## src/rtl/regfile_wr_arb_pkg.sv

```systemverilog
// Shared definitions for the register-file write-port arbiter and its round-robin grant helper.
package regfile_wr_arb_pkg;

  localparam int unsigned AW_DEF = 4;
  localparam int unsigned DW_DEF = 8;
  localparam int unsigned CNT_W  = 8;

  // Grant encoding doubles as the bit index into the two-bit request/grant vectors.
  typedef enum logic {
    GRANT_CORE = 1'b0,
    GRANT_DBG  = 1'b1
  } grant_e;

  localparam logic [AW_DEF-1:0] REG_ZERO = '0;

endpackage

```

## src/rtl/regfile_wr_arb_rr_arb2.sv

```systemverilog
// Combinational two-way round-robin grant: a lone requester wins, and on contention
// the side that was not granted last wins.
module rr_arb2
  import regfile_wr_arb_pkg::*;
(
  input  logic [1:0] req_i,
  input  grant_e     last_i,
  output logic [1:0] gnt_c_o,
  output grant_e     side_c_o
);

  always_comb begin
    gnt_c_o  = 2'b00;
    side_c_o = last_i;
    unique case (req_i)
      2'b01: begin
        gnt_c_o  = 2'b01;
        side_c_o = GRANT_CORE;
      end
      2'b10: begin
        gnt_c_o  = 2'b10;
        side_c_o = GRANT_DBG;
      end
      2'b11: begin
        if (last_i == GRANT_CORE) begin
          gnt_c_o  = 2'b10;
          side_c_o = GRANT_DBG;
        end else begin
          gnt_c_o  = 2'b01;
          side_c_o = GRANT_CORE;
        end
      end
      default: begin
        gnt_c_o  = 2'b00;
        side_c_o = last_i;
      end
    endcase
  end

endmodule

```

## src/rtl/regfile_wr_arb.sv

```systemverilog
// Shares the 16x8 register file write port between core writeback and debug/loader,
// round-robin on contention, with a registered write stage toward the file.
module regfile_wr_arb
  import regfile_wr_arb_pkg::*;
#(
  parameter int unsigned AW = AW_DEF,
  parameter int unsigned DW = DW_DEF
) (
  input  logic             clk,
  input  logic             rst_n,
  input  logic             cpu_paused,
  input  logic             core_valid,
  input  logic [AW-1:0]    core_wa,
  input  logic [DW-1:0]    core_wd,
  output logic             core_ready,
  input  logic             dbg_valid,
  input  logic [AW-1:0]    dbg_wa,
  input  logic [DW-1:0]    dbg_wd,
  output logic             dbg_ready,
  output logic [AW-1:0]    rf_wa,
  output logic [DW-1:0]    rf_wd,
  output logic             rf_we,
  output logic             rf_paused,
  output logic             zero_drop,
  output logic [CNT_W-1:0] dbg_wr_cnt
);

  logic [1:0]       elig_c;
  logic [1:0]       gnt_c;
  grant_e           gnt_side_c;
  logic             xfer_c;
  logic [AW-1:0]    sel_wa_c;
  logic [DW-1:0]    sel_wd_c;
  logic             sel_zero_c;

  grant_e           last_grant_q, last_grant_d;
  logic             rf_we_q, rf_we_d;
  logic [AW-1:0]    rf_wa_q, rf_wa_d;
  logic [DW-1:0]    rf_wd_q, rf_wd_d;
  logic             zero_drop_q, zero_drop_d;
  logic [CNT_W-1:0] cnt_q, cnt_d;

  // A halted core is simply not eligible; debug is never blocked.
  assign elig_c = {dbg_valid, core_valid & ~cpu_paused};

  rr_arb2 u_rr_arb2 (
    .req_i    (elig_c),
    .last_i   (last_grant_q),
    .gnt_c_o  (gnt_c),
    .side_c_o (gnt_side_c)
  );

  assign core_ready = gnt_c[0];
  assign dbg_ready  = gnt_c[1];
  assign xfer_c     = |gnt_c;

  assign sel_wa_c   = (gnt_side_c == GRANT_DBG) ? dbg_wa : core_wa;
  assign sel_wd_c   = (gnt_side_c == GRANT_DBG) ? dbg_wd : core_wd;
  assign sel_zero_c = (sel_wa_c == AW'(REG_ZERO));

  always_comb begin
    last_grant_d = last_grant_q;
    rf_we_d      = 1'b0;
    rf_wa_d      = rf_wa_q;
    rf_wd_d      = rf_wd_q;
    zero_drop_d  = 1'b0;
    cnt_d        = cnt_q;
    if (xfer_c) begin
      last_grant_d = gnt_side_c;
      rf_wa_d      = sel_wa_c;
      rf_wd_d      = sel_wd_c;
      rf_we_d      = ~sel_zero_c;
      zero_drop_d  = sel_zero_c;
      if ((gnt_side_c == GRANT_DBG) && !sel_zero_c) begin
        cnt_d = cnt_q + CNT_W'(1);
      end
    end
  end

  always_ff @(posedge clk or negedge rst_n) begin
    if (!rst_n) begin
      last_grant_q <= GRANT_DBG;
      rf_we_q      <= 1'b0;
      rf_wa_q      <= '0;
      rf_wd_q      <= '0;
      zero_drop_q  <= 1'b0;
      cnt_q        <= '0;
    end else begin
      last_grant_q <= last_grant_d;
      rf_we_q      <= rf_we_d;
      rf_wa_q      <= rf_wa_d;
      rf_wd_q      <= rf_wd_d;
      zero_drop_q  <= zero_drop_d;
      cnt_q        <= cnt_d;
    end
  end

  // The file is forced unpaused in exactly the cycles a write is presented to it.
  assign rf_paused  = cpu_paused & ~rf_we_q;
  assign rf_we      = rf_we_q;
  assign rf_wa      = rf_wa_q;
  assign rf_wd      = rf_wd_q;
  assign zero_drop  = zero_drop_q;
  assign dbg_wr_cnt = cnt_q;

endmodule

```

## config.mk

```make
export PLATFORM = sky130hd
export DESIGN_NAME = regfile_wr_arb
export DESIGN_NICKNAME = d
export VERILOG_FILES = /design/src/rtl/regfile_wr_arb_pkg.sv /design/src/rtl/regfile_wr_arb_rr_arb2.sv /design/src/rtl/regfile_wr_arb.sv
export SDC_FILE = /design/constraint.sdc
export NUM_CORES = 1
export LEC_CHECK = 0
export ABC_CLOCK_PERIOD_IN_PS = 1500
export BUFFER_PORTS_ARGS = -buffer_cell sky130_fd_sc_hd__buf_2
export CORE_MARGIN = 10
export CORE_UTILIZATION = 46
export CTS_CLUSTER_SIZE = 14
export DETAILED_ROUTE_END_ITERATION = 10
export PLACE_DENSITY = 0.79
export SETUP_SLACK_MARGIN = 0.2
export SYNTH_ARGS = -nofsm -noshare
export SYNTH_HDL_FRONTEND = slang
export SYNTH_SLANG_ARGS = --single-unit
```

## constraint.sdc

```tcl
create_clock -name clk -period 1.5 [get_ports clk]
set_input_delay 0.15 -clock clk [delete_from_list [all_inputs] [get_ports clk]]
set_output_delay 0.15 -clock clk [all_outputs]
set_load 0.01 [all_outputs]
```

==> out/qor.csv, run 1 <==
stage;metric;value;unit
status;status;finished, final reports clean;
cts;cts-buffers-inserted;3;
route;detailroute.via_count;1178;
sta;max_clock_freq;0.6901;GHz
die;floorplan.rows;18;
pwr;pwr_density_cell;1082;nW/um2
worst_setup_path;slowest_stage;dfstp_2;
synth;synth_sequential_area_ratio;0.4714;
cts;h-tree-depth;1;
sta;worst-slew-pin-transition;0.5013;ns
synth;most_repeated_cell_in_the_gate_level_netlist_after_synthesis;dfrtp_1;
cts;cts_buffer_depth;2;
synth;synth.yosys.warnings;0;
synth;mappedNetlistArea;1224;um2
die;die_x;71.58;um
final_layout;layout.area.seq;579.3;um2
route;wl_per_cell;17.84;um
final_layout;utilization;0.7092;
final_layout;fillCellCount;183;
sta;clock-skew-final;0.004391;ns
synth;count_of_mapped_cells_out_of_synthesis;107;
sta;fin_crit_sh;0.9661;
route;route.detailed.vias_per_inst;5.718;
synth;share_of_flip_flops_with_an_asynchronous_set_or_reset_after_synthesis;1.000;
place;globalplace.congestion;0.7474;
synth;synth_fp_nets;137;
die;ioPinCount;54;
sta;final_period_demand_of_the_worst_path;1.449;ns
worst_setup_path;cp_max_fo;5;
die;core;2500;um2
synth;synthXorXnorAreaFrac;0.05010;
global_route;grt_antenna_before_repair;0;
global_route;track_usage;0.1346;
place;place.port_buffers;53;
sta;timing.final.setup_violations;0;
synth;top_cells_by_count_synth;dfrtp_1, mux2_2, o221a_2, or3_1;
pwr;power;1.918;mW
synth;avgSynthCellArea;11.44;um2
global_route;grt-ovfl-total;0;
place;dp_hpwl;2.666;mm
sta;final.hold.worst_slack;0.1112;ns
synth;synth-edff-count;0;
cts;insertion_delay;0.32;ns
synth;synth_seq_cells;23;
synth;synth_compound_gate_area_share;0.1207;
synth;synth.area.mux_share;0.1155;
die;initial_utilization;0.4895;
worst_setup_path;end_kind;output port;
synth;combinational_family_with_the_most_area_after_synthesis;simple AND/OR/NAND/NOR gates;
synth;netlist.area_leader.share;0.4499;
cts;cts.sink_count;23;
final_layout;layout-drive-gt1-share;0.6193;
route;routed_wl;3.675;mm
worst_setup_path;max_stage_delay;0.59;ns
worst_setup_path;worst_path_dominant_cell_family;flip-flops;
sta;report.final.hold_viol_count;0;
global_route;first_global_vias;1230;
sta;slew-limit-headroom;0.6658;
worst_setup_path;worst-path-buf-inv;3;
final_layout;antenna_cells_inserted;0;
final_layout;multiInputGateArea;676.9;um2
synth;synth.largest_area_cell;dfrtp_1;
synth;synth_adder_area_share;0.01022;
worst_setup_path;critical_path_required;1.35;ns
pwr;vdd_drop_max;0.8562;mV
sta;rsz0062_at_grt;true;
worst_setup_path;critical_path.startpoint_type;flip-flop;
cts;tritoncts;built;
worst_setup_path;crit_path_cell_trace;inv_4 > a21o_1 > inv_2 > buf_6;
min_path;worstHoldPathType;primary input to flip-flop;
synth;post_synth_main_area_contributors;dfrtp_1, mux2_2, o221a_2, or3_1, xor2_1;
sta;setup_tns;0;ns
synth;synth_cell_types;33;
worst_setup_path;endpoint_arrival_time_on_the_critical_path;1.30;ns
job;cap_viol_max_count;0;
final_layout;areaGrowthSynthToFinish;44.89;%
pwr;leakage;0.8479;nW
sta;finalMaxSlewViolations;0;
cts;cts-root-buf;clkbuf_4;
synth;synth-simple-area-share;0.1912;
final_layout;number_of_nets_at_the_end_of_the_flow;207;
route;first_pass_iteration_count_of_the_detailed_router;4;
die;fp.dieH;71.58;um
route;drc_errors;0;
global_route;maximum_number_of_pins_on_one_net_before_global_route_repair;24;
route;drtAntennaViolNets;0;
worst_setup_path;setup.worst_path.class;flip-flop to output port;
global_route;grt_first_pass_wirelength;5.678;mm
synth;dominantRegCellSynth;dfrtp_1;
route;detail_route.iter0.violations;52;
cts;clk_transition_reported_paths;0.12;ns
die;die_area;5123;um2
## state kept, by name (all words and copies together), names as in the netlist
signal / flops
rf_wa: 4
rf_we: 1
rf_wd: 8
zero_drop: 1
last_grant_q: 1
dbg_wr_cnt: 8
## per-layer routing
metal  wire, um  part of all wire  vias up  GRT usage
met5          0                 0        -          0
met4         42             0.011        0    0.04516
met3        347             0.094        5    0.05923
met2       1700              0.46       44     0.2186
met1       1583              0.43      576     0.1540
li1           -                 -      553          -
## worst reg2reg max path, stage by stage, from the launching register on
cell,delay (ns)
dfstp_2,0.59
inv_4,0.05
a21o_1,0.17
inv_2,0.07
buf_4,0.10
buf_4,0.09
buf_4,0.09
buf_4,0.09
o2bb2ai_2,0.09
## where the power goes
part           switching, mW  total, mW  leakage, nW  internal, mW
registers              0.150      0.913        0.269         0.763
logic                  0.347      0.710        0.564         0.363
clock network          0.190      0.294       0.0150         0.104
total                  0.688       1.92        0.848          1.23
## layout make-up
type / count / area share
multi-input combinational: 74 / 0.3818
timing repair buffer: 71 / 0.2456
clock buffer: 4 / 0.01482
tap: 30 / 0.02117
sequential: 23 / 0.3267
inverter: 4 / 0.009880
## cells in the final DEF, fill, tap and decap left out, drive strengths merged, types with 2 or more instances in the layout
cell    count
a211oi      4
buf        70
clkbuf      4
dfrtp      22
inv         4
mux2        9
mux2i       4
nand2       3
nand3       3
nand4       3
nor2        4
nor3        4
nor4        6
o221a       8
or3         8
or4         2
xnor2       2
xor2        5
## path summary, 6_finish.rpt
path                          startpoint             to  slack [ns]  depth (start not counted)
max in group asynchronous          rst_n  dbg_wr_cnt[0]        0.82                          2
min                            dbg_wd[7]       rf_wd[7]        0.11                          2
max                         last_grant_q     core_ready        0.05                          4
min reg2reg                dbg_wr_cnt[7]  dbg_wr_cnt[7]        0.48                          1
max reg2reg                 last_grant_q          rf_we        0.09                          8
min in group asynchronous          rst_n       rf_wd[1]        0.31                          2
## stage by stage
step	area (um2)	cells	worst slack, ns
after detailed placement	1521	188	0.1262
after global routing	1773	206	0.01027
after global placement	1521	188	0.1451
final	1773	206	0.05084
after CTS	1642	202	0.03202
after floorplan	1224	107	0.2343
## cell families (layout without fill, tap and decap cells)
group	Yosys count	count (layout)
AOI/OAI and AO/OA	16	16
xor gates and xnor gates	7	7
adders and majority gates	1	1
buffers and inverters	10	79
DFF	23	23
muxes	13	13
and+or+nand+nor	37	37
## what timing repair did
| action | 4_1_cts | 5_1_grt |
|---|---|---|
| endpoints found under the hold margin | 22 | 0 |
| setup endpoints to repair | 19 | 22 |
| pin swaps | 10 | 5 |
| hold buffers | 1 | 0 |
| setup buffers | 9 | 4 |
| resized for setup | 7 | 17 |
(Power assumes the default switching activity.)
==> run 2, diff against run 1 <==
ABC_AREA = 1   (was default)
PLACE_DENSITY = 0.8   (was 0.79)
==> out/qor.csv, run 2 <==
stage;metric;value;unit
status;status;complete, but fails checks;
status;violations_in_the_final_reports;setup timing;
cts;h-tree-depth;1;
route;detail_route.iter0.violations;69;
global_route;grt_antenna_before_repair;0;
die;fp.dieH;70.81;um
final_layout;layout.cells.most_common;buf_2;
pwr;leakage;0.8982;nW
synth;synth_cell_types;22;
route;first_pass_iteration_count_of_the_detailed_router;4;
die;floorplan.rows;18;
final_layout;fillCellCount;198;
worst_setup_path;cp_max_fo;3;
pwr;power_report.internal_total;1.113;mW
synth;count_of_mapped_cells_out_of_synthesis;142;
place;place.port_buffers;53;
sta;rsz0062_at_grt;true;
cts;cts_buffer_depth;2;
final_layout;antenna_cells_inserted;0;
sta;finalMaxSlewViolations;0;
synth;mappedNetlistArea;1187;um2
global_route;track_usage;0.1323;
die;core;2477;um2
global_route;grt.busiest_layer;met2;
synth;avgSynthCellArea;8.362;um2
pwr;p_comb_frac;0.363;
route;wl_per_cell;14.92;um
sta;slew-limit-headroom;0.6727;
final_layout;utilization;0.6864;
synth;dominantRegCellSynth;dfrtp_1;
sta;worst-slew-pin-transition;0.4909;ns
global_route;use_met1;0.1431;
sta;timing.final.setup_violations;9;
synth;synth_fp_nets;172;
synth;netlist.area_leader.share;0.4636;
sta;report.final.hold_viol_count;0;
die;ioPinCount;54;
final_layout;areaGrowthSynthToFinish;43.20;%
cts;insertion_delay;0.31;ns
final_layout;number_of_nets_at_the_end_of_the_flow;239;
cts;clk_transition_reported_paths;0.13;ns
sta;final_critical_path_setup_slack;-0.07326;ns
place;dp_hpwl;2.526;mm
sta;fin_crit_sh;1.049;
global_route;maximum_number_of_pins_on_one_net_before_global_route_repair;24;
synth;post_synth_main_area_contributors;dfrtp_1, nand2_1, nand3_1, nor2_1, nand2_4;
route;detailroute.via_count;1211;
worst_setup_path;critical_path.startpoint_type;flip-flop;
route;route.detailed.vias_per_inst;5.088;
global_route;first_global_vias;1271;
pwr;vdd_drop_max;0.6758;mV
cts;tritoncts;built;
pwr;pwr-share-seq;0.472;
sta;max_clock_freq;0.6356;GHz
pwr;pwr_density_cell;1044;nW/um2
global_route;gr-usage-met3;0.05160;
cts;cts-root-buf;clkbuf_4;
min_path;worstHoldPathType;primary input to flip-flop;
cts;cts-buffers-inserted;3;
pwr;swShare;0.3732;
sta;final_period_demand_of_the_worst_path;1.573;ns
final_layout;final_cell_mix;buf_2, nand2_1, dfrtp_1;
route;drtAntennaViolNets;0;
synth;synth-edff-count;0;
synth;most_repeated_cell_in_the_gate_level_netlist_after_synthesis;nand2_1;
sta;setup_tns;-0.3066;ns
global_route;grt-ovfl-total;0;
global_route;grt_first_pass_wirelength;5.658;mm
pwr;power.clock.fraction;0.165;
synth;synth.yosys.warnings;0;
synth;top_cells_by_count_synth;nand2_1, dfrtp_1, nor2_1, nand3_1, a21oi_1;
synth;synth.largest_area_cell;dfrtp_1;
global_route;met2_use_gr;0.2265;
die;die_x;70.81;um
pwr;power_switching;662.7;uW
cts;cts.sink_count;23;
die;die_area;5013;um2
synth;share_of_flip_flops_with_an_asynchronous_set_or_reset_after_synthesis;1.000;
die;initial_utilization;0.4793;
sta;clock-skew-final;0.004245;ns
worst_setup_path;endpoint_arrival_time_on_the_critical_path;1.42;ns
synth;synth_sequential_area_ratio;0.4858;
synth;synth_seq_cells;23;
route;routed_wl;3.551;mm
job;cap_viol_max_count;0;
worst_setup_path;critical_path_required;1.35;ns
place;globalplace.congestion;0.8468;
worst_setup_path;end_kind;output port;
final_layout;layout-drive-gt1-share;0.4760;
route;drc_errors;0;
worst_setup_path;setup.worst_path.class;flip-flop to output port;
==> run 2: logic make-up (layout without fill, tap and decap cells) <==
family	after synthesis	count (layout)	share of synthesized area
AND/OR/NAND/NOR	77	78	0.3077
buffers and inverters	12	77	0.05058
XOR/XNOR	5	5	0.03689
adder cells (fa/ha/maj)	1	1	0.01054
AO/OA/AOI/OAI	24	24	0.1085
flip-flops	23	23	0.4858
==> run 2: metal layers <==
metal	share of wire	vias to the layer above
met5	0	-
met4	0.023	0
met3	0.088	10
met2	0.50	59
met1	0.39	543
li1	-	599
==> run 2: critical path, cell delays in order (launching register included) <==
cell	delay, ns
dfstp_2	0.59
inv_2	0.06
buf_4	0.13
a21oi_1	0.17
buf_2	0.16
==> run 2: repair_timing <==
| item | 4_1_cts | 5_1_grt |
|---|---|---|
| setup buffers | 2 | 5 |
| hold buffers | 1 | 0 |
| endpoints found under the hold margin | 22 | 0 |
| gates resized for setup | 23 | 13 |
| pin swaps | 9 | 8 |
| gates cloned | 1 | 0 |
| endpoints found under the setup margin | 12 | 20 |
==> run 2: through the flow <==
| stage | power [mW] | cell area, um2 | std cells | setup WS, ns | hold WS (ns) |
|---|---|---|---|---|---|
| after CTS | 1.715 | 1610 | 233 | -0.02287 | 0.09288 |
| after detailed placement | 1.391 | 1494 | 225 | -0.04545 | 0.1486 |
| after global routing | 1.902 | 1700 | 238 | -0.1241 | 0.09556 |
| after floorplan | 1.155 | 1195 | 142 | 0.06194 | -0.1456 |
| after global placement | 1.369 | 1494 | 225 | 0.02112 | 0.1421 |
| final | 1.776 | 1700 | 238 | -0.07326 | 0.08438 |
==> run 2: final timing paths <==
| path | slack (ns) | from | depth (start not counted) | end |
|---|---|---|---|---|
| setup / recovery | -0.07 | last_grant_q | 4 | core_ready |
| hold / removal | 0.08 | dbg_wd[7] | 3 | rf_wd[7] |
| setup reg to reg | -0.03 | last_grant_q | 10 | dbg_wr_cnt[6] |
| hold reg to reg | 0.51 | rf_wd[2] | 2 | rf_wd[2] |
| max in group asynchronous | 0.83 | rst_n | 2 | last_grant_q |
| min in group asynchronous | 0.31 | rst_n | 2 | zero_drop |
==> run 2: final cells by class <==
type	count	area [um2]	area share
Sequential cell	23	576.8	0.3392
Tap cell	30	37.54	0.02208
Clock buffer	4	26.28	0.01545
Inverter	9	33.78	0.01987
Multi-Input combinational cell	108	659.4	0.3878
Timing Repair Buffer	64	366.6	0.2156
==> run 2: power by group through the flow <==
stage | logic, mW | clock network [mW] | registers [mW]
finish | 0.645 | 0.294 | 0.837
global route | 0.716 | 0.330 | 0.856
CTS | 0.591 | 0.289 | 0.835
detailed placement | 0.545 | 0 | 0.846
global placement | 0.528 | 0 | 0.840
floorplan | 0.275 | 0 | 0.881
